[config.mk]
export PLATFORM = sky130hd
export DESIGN_NAME = cache_mem_arbiter
export DESIGN_NICKNAME = d
export VERILOG_FILES = /design/src/rtl/cpu_types_pkg.sv /design/src/rtl/access_timer.sv /design/src/rtl/cache_mem_arbiter.sv
export SDC_FILE = /design/constraint.sdc
export NUM_CORES = 1
export LEC_CHECK = 0
export CAP_MARGIN = 0
export CORE_ASPECT_RATIO = 1.1
export CORE_MARGIN = 2
export CORE_UTILIZATION = 55
export CTS_BUF_LIST = sky130_fd_sc_hd__clkbuf_4
export DETAILED_ROUTE_END_ITERATION = 8
export DONT_BUFFER_PORTS = 1
export GPL_ROUTABILITY_DRIVEN = 1
export PLACE_DENSITY_LB_ADDON = 0.25
export SYNTH_ARGS = -nofsm -noshare
export SYNTH_HDL_FRONTEND = slang
export SYNTH_SLANG_ARGS = --single-unit
[constraint.sdc]
create_clock -name CLK -period 1.68 [get_ports CLK]
set_input_delay 0.252 -clock CLK [delete_from_list [all_inputs] [get_ports CLK]]
set_output_delay 0.252 -clock CLK [all_outputs]
set_load 0.005 [all_outputs]
[src/rtl/cpu_types_pkg.sv]
// Shared types and constants for the cache-to-memory arbiter.
package cpu_types_pkg;

    typedef enum logic [1:0] {
        IDLE   = 2'd0,
        ACCESS = 2'd1,
        RESP   = 2'd2
    } arb_state_t;

    typedef enum logic {
        GRANT_I = 1'b0,
        GRANT_D = 1'b1
    } grant_t;

    localparam logic [31:0] BUS_ERR_WORD = 32'hBAD1BAD1;

endpackage

[src/rtl/access_timer.sv]
// Cycle counter bounding how long one RAM access may wait for ram_ready.
module access_timer #(
    parameter int TIMEOUT = 255
) (
    input  logic CLK,
    input  logic RST,
    input  logic clr,
    input  logic en,
    output logic expired
);

    localparam int CNT_W = $clog2(TIMEOUT + 1);

    logic [CNT_W-1:0] count_r;

    // Count enabled cycles; clear between accesses and on reset.
    always_ff @(posedge CLK) begin
        if (RST || clr) begin
            count_r <= '0;
        end else if (en) begin
            count_r <= count_r + CNT_W'(1);
        end else begin
            count_r <= count_r;
        end
    end

    // High in the cycle whose increment would reach TIMEOUT.
    assign expired = en && (count_r == CNT_W'(TIMEOUT - 1));

endmodule

[src/rtl/cache_mem_arbiter.sv]
// Arbitrates I-cache and D-cache single-word requests onto one RAM port.
// Optional macro ARB_ROUND_ROBIN_EN replaces fixed D-over-I priority with round-robin.
import cpu_types_pkg::*;

module cache_mem_arbiter #(
    parameter int ADDR_W  = 32,
    parameter int DATA_W  = 32,
    parameter int TIMEOUT = 255
) (
    input  logic              CLK,
    input  logic              RST,
    input  logic              iREN,
    input  logic [ADDR_W-1:0] iaddr,
    output logic              iwait,
    output logic [DATA_W-1:0] iload,
    input  logic              dREN,
    input  logic              dWEN,
    input  logic [ADDR_W-1:0] daddr,
    input  logic [DATA_W-1:0] dstore,
    output logic              dwait,
    output logic [DATA_W-1:0] dload,
    output logic              ram_ren,
    output logic              ram_wen,
    output logic [ADDR_W-1:0] ram_addr,
    output logic [DATA_W-1:0] ram_store,
    input  logic [DATA_W-1:0] ram_load,
    input  logic              ram_ready,
    output logic              bus_err
);

    arb_state_t        state_r;
    grant_t            grant_r;
    logic              write_r;
    logic              pend_d_s;
    logic              pick_d_s;
    logic              held_s;
    logic              done_s;
    logic              expired_s;
    logic              timer_en_s;
    logic              timer_clr_s;
    logic [DATA_W-1:0] resp_word_s;
`ifdef ARB_ROUND_ROBIN_EN
    grant_t            last_grant_r;
`endif

    access_timer #(
        .TIMEOUT (TIMEOUT)
    ) u_timer (
        .CLK     (CLK),
        .RST     (RST),
        .clr     (timer_clr_s),
        .en      (timer_en_s),
        .expired (expired_s)
    );

    // Grant selection, request-still-held check and response word.
    always_comb begin
        pend_d_s    = dREN || dWEN;
`ifdef ARB_ROUND_ROBIN_EN
        if (pend_d_s && iREN) begin
            pick_d_s = (last_grant_r == GRANT_I);
        end else begin
            pick_d_s = pend_d_s;
        end
`else
        pick_d_s    = pend_d_s;
`endif
        held_s      = (grant_r == GRANT_D) ? pend_d_s : iREN;
        done_s      = ram_ready || expired_s;
        timer_en_s  = (state_r == ACCESS);
        timer_clr_s = (state_r != ACCESS);
        if (!ram_ready) begin
            resp_word_s = DATA_W'(BUS_ERR_WORD);
        end else if (write_r) begin
            resp_word_s = ram_store;
        end else begin
            resp_word_s = ram_load;
        end
    end

    // Main FSM with registered RAM strobes and cache handshake outputs.
    always_ff @(posedge CLK) begin
        if (RST) begin
            state_r   <= IDLE;
            grant_r   <= GRANT_I;
            write_r   <= 1'b0;
            iwait     <= 1'b1;
            dwait     <= 1'b1;
            iload     <= '0;
            dload     <= '0;
            ram_ren   <= 1'b0;
            ram_wen   <= 1'b0;
            ram_addr  <= '0;
            ram_store <= '0;
            bus_err   <= 1'b0;
`ifdef ARB_ROUND_ROBIN_EN
            last_grant_r <= GRANT_D;
`endif
        end else begin
            case (state_r)
                IDLE: begin
                    iwait <= 1'b1;
                    dwait <= 1'b1;
                    if (pend_d_s || iREN) begin
                        grant_r  <= pick_d_s ? GRANT_D : GRANT_I;
                        write_r  <= pick_d_s && dWEN;
                        ram_ren  <= !(pick_d_s && dWEN);
                        ram_wen  <= pick_d_s && dWEN;
                        ram_addr <= pick_d_s ? daddr : iaddr;
                        if (pick_d_s) begin
                            ram_store <= dstore;
                        end else begin
                            ram_store <= ram_store;
                        end
`ifdef ARB_ROUND_ROBIN_EN
                        last_grant_r <= pick_d_s ? GRANT_D : GRANT_I;
`endif
                        state_r <= ACCESS;
                    end else begin
                        state_r <= IDLE;
                    end
                end
                ACCESS: begin
                    if (done_s) begin
                        ram_ren <= 1'b0;
                        ram_wen <= 1'b0;
                        if (!ram_ready) begin
                            bus_err <= 1'b1;
                        end else begin
                            bus_err <= bus_err;
                        end
                        // A requester that gave up gets no wait pulse and keeps its old load.
                        if (held_s && (grant_r == GRANT_D)) begin
                            dwait <= 1'b0;
                            dload <= resp_word_s;
                        end else if (held_s) begin
                            iwait <= 1'b0;
                            iload <= resp_word_s;
                        end else begin
                            iwait <= 1'b1;
                            dwait <= 1'b1;
                        end
                        state_r <= RESP;
                    end else begin
                        state_r <= ACCESS;
                    end
                end
                RESP: begin
                    iwait   <= 1'b1;
                    dwait   <= 1'b1;
                    state_r <= IDLE;
                end
                default: begin
                    ram_ren <= 1'b0;
                    ram_wen <= 1'b0;
                    iwait   <= 1'b1;
                    dwait   <= 1'b1;
                    state_r <= IDLE;
                end
            endcase
        end
    end

endmodule

; Word-level counts from Yosys, hierarchy flattened
; Index checks and enable logic that the tools add are counted.
[classes]
add_sub_neg = 1
n_eq_ne = 7
muxes = 16
bitwise = 4
reduce_logical = 18
[op_table]
columns = op, count
row1 = 32-bit two-way mux, 3
row2 = 3-bit AND reduction, 4
row3 = 1-bit two-way mux, 9
row4 = "8-bit by 1-bit adder with 8-bit output, second input constant", 1
row5 = "8-bit == test, second input constant", 1
row6 = 1-bit one-hot mux with 3 select lines, 2
row7 = 2-bit AND reduction, 3
row8 = 1-bit logical OR, 4
row9 = "2-bit by 1-bit inequality test with 1-bit output, second input constant", 2
row10 = "2-bit inequality test, second input constant", 2
row11 = 1-bit NOT, 4
row12 = 2-bit one-hot mux with 2 select lines, 1
row13 = 4-bit AND reduction, 1
row14 = 1-bit logical AND, 3
row15 = "2-bit by 1-bit == test with 1-bit output, second input constant", 1
row16 = "2-bit == test, second input constant", 1
row17 = 2-bit zero test, 1
row18 = 2-bit two-way mux, 1
row19 = 2-bit OR reduction, 1
row20 = 1-bit zero test, 1
[totals]
regBits = 145
input_bits = 134
elab_cells = 59

; Logic depth before layout (Yosys ltp)
[logic_depth]
word_depth = 5
ltp_mapped = 7

; By module
; Synthesis repeated with hierarchy kept, for this count alone.
[unflattened]
hier_cells = 728
area_unflattened_um2 = 6396.1
[modules_own_cells]
columns = mod, instances, cells_per_inst, area_each_um2, seq_area_each_um2
row1 = cache_mem_arbiter, 1, 686, 6027.0, 2742.6
row2 = access_timer, 1, 42, 369.1, 160.2

; Worst setup path before layout
; No wires, ideal clock.
[synth_timing]
path_type = reg2reg
start = register u_timer.count_r[0]
end = register iload[15]
setup_ns = 0.123
t_arrival_ns = 1.480
required_time_ns = 1.557
setup_slack_ns = 0.077
stages_incl_launch_ff = 8
path_buffers = 1
period_less_slack_ns = 1.603
path_cell_list = dfxtp_1 -> inv_1 -> ha_1 -> nand4_1 -> o21ai_2 -> nand2_1 -> buf_2 -> mux2_1
[synth_between]
elab_chain_len = 4
[synth_rtl]
columns = element, line
row1 = from (decl), access_timer.sv:14  ; logic [CNT_W-1:0] count_r;
row2 = from (signal assigned), access_timer.sv:21  ; count_r <= count_r + CNT_W'(1);
row3 = from (signal assigned), access_timer.sv:23  ; count_r <= count_r;
row4 = 8-bit == test, access_timer.sv:28  ; assign expired = en && (count_r == CNT_W'(TIMEOUT - 1));
row5 = 1-bit logical AND, access_timer.sv:28
row6 = 1-bit logical OR, cache_mem_arbiter.sv:69  ; done_s = ram_ready || expired_s;
row7 = 4-bit AND reduction (no source line), n/a
row8 = to (signal assigned), cache_mem_arbiter.sv:138  ; iload <= resp_word_s;
row9 = to (decl), cache_mem_arbiter.sv:15  ; output logic [DATA_W-1:0] iload,
; No other way between the ends.
; A chain may end at the register's enable or synchronous reset.

; Worst setup path in the final report
[layout_timing]
start = register u_timer.count_r[0]
end = register dload[20]
[layout_between]
elab_chain_len = 4
[layout_rtl]
columns = element, line
row1 = 8-bit == test, access_timer.sv:28
row2 = 1-bit logical AND, access_timer.sv:28
row3 = 1-bit logical OR, cache_mem_arbiter.sv:69
row4 = 3-bit AND reduction (no source line), n/a
row5 = to (signal assigned), cache_mem_arbiter.sv:135  ; dload <= resp_word_s;
row6 = to (decl), cache_mem_arbiter.sv:21  ; output logic [DATA_W-1:0] dload,
; No other way between the ends.

==> results.md <==
Outcome:
- The run finished, with violations left.
- The checks that failed: setup timing.

Synthesis:
- The area of the mapped netlist is 6230 sq um.
- The area fraction in compound gates after synthesis is 10.5%.
- The multiplexer fraction of the synthesized cell area is 17.4%.
- The number of cells produced by synthesis is 687.
- Counting every net in the synthesized netlist gives 823.
- After synthesis, the largest family of logic cells by area is simple AND/OR/NAND/NOR gates.
- The post-synthesis sequential area ratio is 46.6%.
- Counting flops with an async set or reset pin after synthesis yields a share of 0%.
- The area fraction in and, or, nand and nor cells after synthesis is 20.6%.
- Among all flip-flop cells after synthesis, the most frequent one is sky130_fd_sc_hd__dfxtp_1.
- Dividing the synthesized area by the synthesized cell count gives 9.08 sq um.
- Counting distinct cell types in the post-synthesis netlist gives 40.
- Synthesis inferred 145 register bits.
- In this run, synthesis inferred 0 flip-flops with an integrated enable.
- The share of synthesized cell area in full adder, half adder and majority cells is 0.401%.
- For this run, the number of Yosys warnings is 0.
- Of the total synthesized cell area, the portion taken by XOR and XNOR cells is 0.702%.

Worst hold path:
- The startpoint of the lowest-slack hold path is iREN.
- The min-delay analysis places its worst path in the category in2reg.

STA:
- Adding up every negative setup slack in the final design gives -0.786 ns.
- The worst path uses 103% of the clock period.
- Setup repair after global routing could not meet its margin everywhere.
- Setup violations remaining at the end of the flow were counted as 32.
- The highest clock rate is 579 MHz.
- For the pin with the worst max-slew slack, the measured transition is 0.454 ns.
- The worst pin sits at a relative slew slack of 69.0%.
- The count of endpoints failing hold in the final timing report came to 0.
- On the final layout, the worst clock skew is 0.0289 ns.
- The worst-case setup margin in the final layout is -0.0484 ns.
- The minimum period implied by the final worst setup slack is 1.73 ns.
- The number of pins exceeding their max-slew limit in the final report was 0.

Place:
- The port buffer count is 0.
- The congestion estimate from routability-driven global placement came to 0.841.
- The HPWL after detailed placement is 11000 um.

CTS:
- Clock tree synthesis inserted a total of 17 buffers.
- In this run the clock root is driven by a sky130_fd_sc_hd__clkbuf_4.
- After clock tree synthesis, the clock-pin slew on the worst setup and hold paths is 0.13 ns.
- In this run the number of H-tree levels came out at 4.
- The clock insertion delay at the later pin of the skew report is 0.52 ns.
- The clock tree buffer depth is 2.
- The number of clock sinks is 145.
- The clock tree from TritonCTS is built.

Detailed routing:
- In this run the remaining antenna-violating nets after routing total 0.
- The wire length per cell after detailed routing is 20.7 um.
- In this run, the number of DRC markers left after iteration 0 of detailed routing was 431.
- The number of iterations in the first detailed-routing pass is 5.
- Using the TritonRoute via totals, the vias-per-cell ratio works out to 5.87.
- Wires add up to 20600 um.
- For this run, design rule violations remaining after detail routing come to 0.
- The final route contains 5854 vias.

Die:
- The overall die height is 116 um.
- The floorplan step defined a die boundary enclosing 12200 sq um.
- From left edge to right edge, the die measures 106 um.
- The floorplan has 40 rows.
- The initial core utilization is 56.6%.
- During I/O placement, the number of pins put on the boundary was 267.
- The core region is 11000 sq um.

GRT:
- The largest net degree at the start of global routing is 81.
- The overflow left after global routing is 0.
- The initial antenna violation count is 0.
- For this run, the total global-route usage over all layers was measured as 31.1%.
- The first global-routing pass estimated 29800 um of wire.
- The number of global-route vias before repair is 5821.

Critical path:
- The worst setup path is launched from a flop.
- For the worst setup path, the data required time is 2.09 ns.
- Data on the critical path arrives at its endpoint at 2.14 ns.
- The capturing element type of the critical path is a flop.
- Along the worst path, the maximum fanout reaches 5.
- The kind of critical path is reg2reg.
- The beginning of the critical path is u_timer.count_r[0]$_SDFFE_PP0P_.
- The beginning of the worst register-to-register path is u_timer.count_r[0]$_SDFFE_PP0P_.

Power and ir drop:
- Power spread over the standard cell area amounts to 859 nW/um^2.
- The maximum ir drop on the vdd rail is 0.583 mV.
- Summing internal, switching and leakage power gives 7330 uW.
- The static leakage power is 0.00356 uW.

Cells and area:
- The layout overhead on the synthesized area is 36.9%.
- In the final design database the tool counted 970 nets.
- Cells with a size suffix above 1 make up 14.0% of the layout.

Flow run:
- Across the run, the number of max-cap violations was 0.
[critical path: stages, from the launching register on]
cell and delay (ns):
sky130_fd_sc_hd__dfxtp_2 0.35, sky130_fd_sc_hd__inv_2 0.05, sky130_fd_sc_hd__ha_4 0.11, sky130_fd_sc_hd__nand4_1 0.11
sky130_fd_sc_hd__o21ai_2 0.26, sky130_fd_sc_hd__nand4_4 0.21, sky130_fd_sc_hd__clkbuf_16 0.23, sky130_fd_sc_hd__mux2_4 0.29
[worst paths after layout]
check                                                  end  slack [ns]  depth (start not counted)
worst min register to register  ram_store[15]$_SDFFE_PP0P_        0.50                          2
worst max register to register      dload[20]$_SDFFE_PP0P_       -0.05                          7
worst max-delay path                dload[20]$_SDFFE_PP0P_       -0.05                          7
worst min-delay path                    dwait$_SDFFE_PP1P_        0.05                          3
[layout make-up]
class | count | area [sq um]
Antenna cell | 3 | 7.51
Clock buffer | 19 | 143
Clock inverter | 13 | 160
Fill cell | 715 | 2480
Inverter | 3 | 11.3
Multi-Input combinational cell | 488 | 3150
Sequential cell | 145 | 2910
Tap cell | 147 | 184
Timing Repair Buffer | 179 | 1970
[synth_stat cells, types with 4 or more instances]
cell | n | area (sq um)
sky130_fd_sc_hd__nand2_1 | 149 | 559
sky130_fd_sc_hd__dfxtp_1 | 145 | 2900
sky130_fd_sc_hd__a21oi_1 | 54 | 270
sky130_fd_sc_hd__nor2_1 | 52 | 195
sky130_fd_sc_hd__mux2i_1 | 46 | 460
sky130_fd_sc_hd__nor2b_1 | 37 | 231
sky130_fd_sc_hd__a311oi_1 | 32 | 280
sky130_fd_sc_hd__nand2b_1 | 31 | 194
sky130_fd_sc_hd__clkbuf_1 | 29 | 109
sky130_fd_sc_hd__mux2_2 | 28 | 315
sky130_fd_sc_hd__buf_2 | 17 | 85.1
sky130_fd_sc_hd__mux2_4 | 16 | 240
sky130_fd_sc_hd__mux2_1 | 6 | 67.6
sky130_fd_sc_hd__xnor2_1 | 4 | 35.0
[power by group]
| part | internal (uW) | switching (uW) | total [uW] |
|---|---|---|---|
| logic | 571 | 560 | 1130 |
| clock network | 1070 | 1300 | 2370 |
| registers | 3640 | 196 | 3830 |
| total | 5280 | 2050 | 7330 |
[layout by cell type (no fill, tap or decap), types with 7 or more instances in the layout]
cell,instances
sky130_fd_sc_hd__a21oi_1,54
sky130_fd_sc_hd__a311oi_1,32
sky130_fd_sc_hd__buf_12,8
sky130_fd_sc_hd__buf_4,10
sky130_fd_sc_hd__clkbuf_16,7
sky130_fd_sc_hd__clkbuf_4,19
sky130_fd_sc_hd__dfxtp_1,140
sky130_fd_sc_hd__dlygate4sd3_1,152
sky130_fd_sc_hd__mux2_2,28
sky130_fd_sc_hd__mux2_4,17
sky130_fd_sc_hd__mux2i_1,46
sky130_fd_sc_hd__nand2_1,148
sky130_fd_sc_hd__nand2b_1,31
sky130_fd_sc_hd__nor2_1,50
sky130_fd_sc_hd__nor2b_1,36
[flip-flops by register name (all words and copies together) (netlist names), 2 cells and up]
| register | count |
|---|---|
| dload | 32 |
| ram_store | 32 |
| state_r | 2 |
| iload | 32 |
| u_timer.count_r | 8 |
| ram_addr | 32 |
[cells by family after synthesis]
logic type / count (synthesis)
xor+xnor: 5
compound gates: 100
flops: 145
buf+inv: 54
mux: 96
fa+ha+maj: 2
simple gates: 285
[per-layer routing]
metal | vias to the layer above | track usage, % | part of all wire (%)
met3 | 82 | 9.73 | 8.5
met4 | 0 | 15.5 | 3.8
li1 | 2644 | - | -
met1 | 2801 | 32.5 | 36
met5 | - | 0 | 0
met2 | 327 | 56.8 | 51
[metrics by stage]
stage          setup WS, ns  hold WS [ns]  utilization (%)  std cells  cell area (sq um)
5_1_grt              -0.138       0.00526             77.4        994               8530
4_1_cts              0.0229       0.00499             75.2        984               8280
6_report            -0.0484        0.0504             77.5        997               8530
2_1_floorplan        0.0766         0.385                -        687               6230
3_5_place_dp         0.0607         0.342             58.4        799               6420
3_3_place_gp         0.0945         0.339             58.4        799               6420
[timing repair]
action	CTS	global route
endpoints found under the hold margin	132	0
endpoints found under the setup margin	0	63
hold buffers	153	0
gates resized for setup	0	14
setup buffers	0	2
Note: power is estimated with default switching activity, not from simulation.
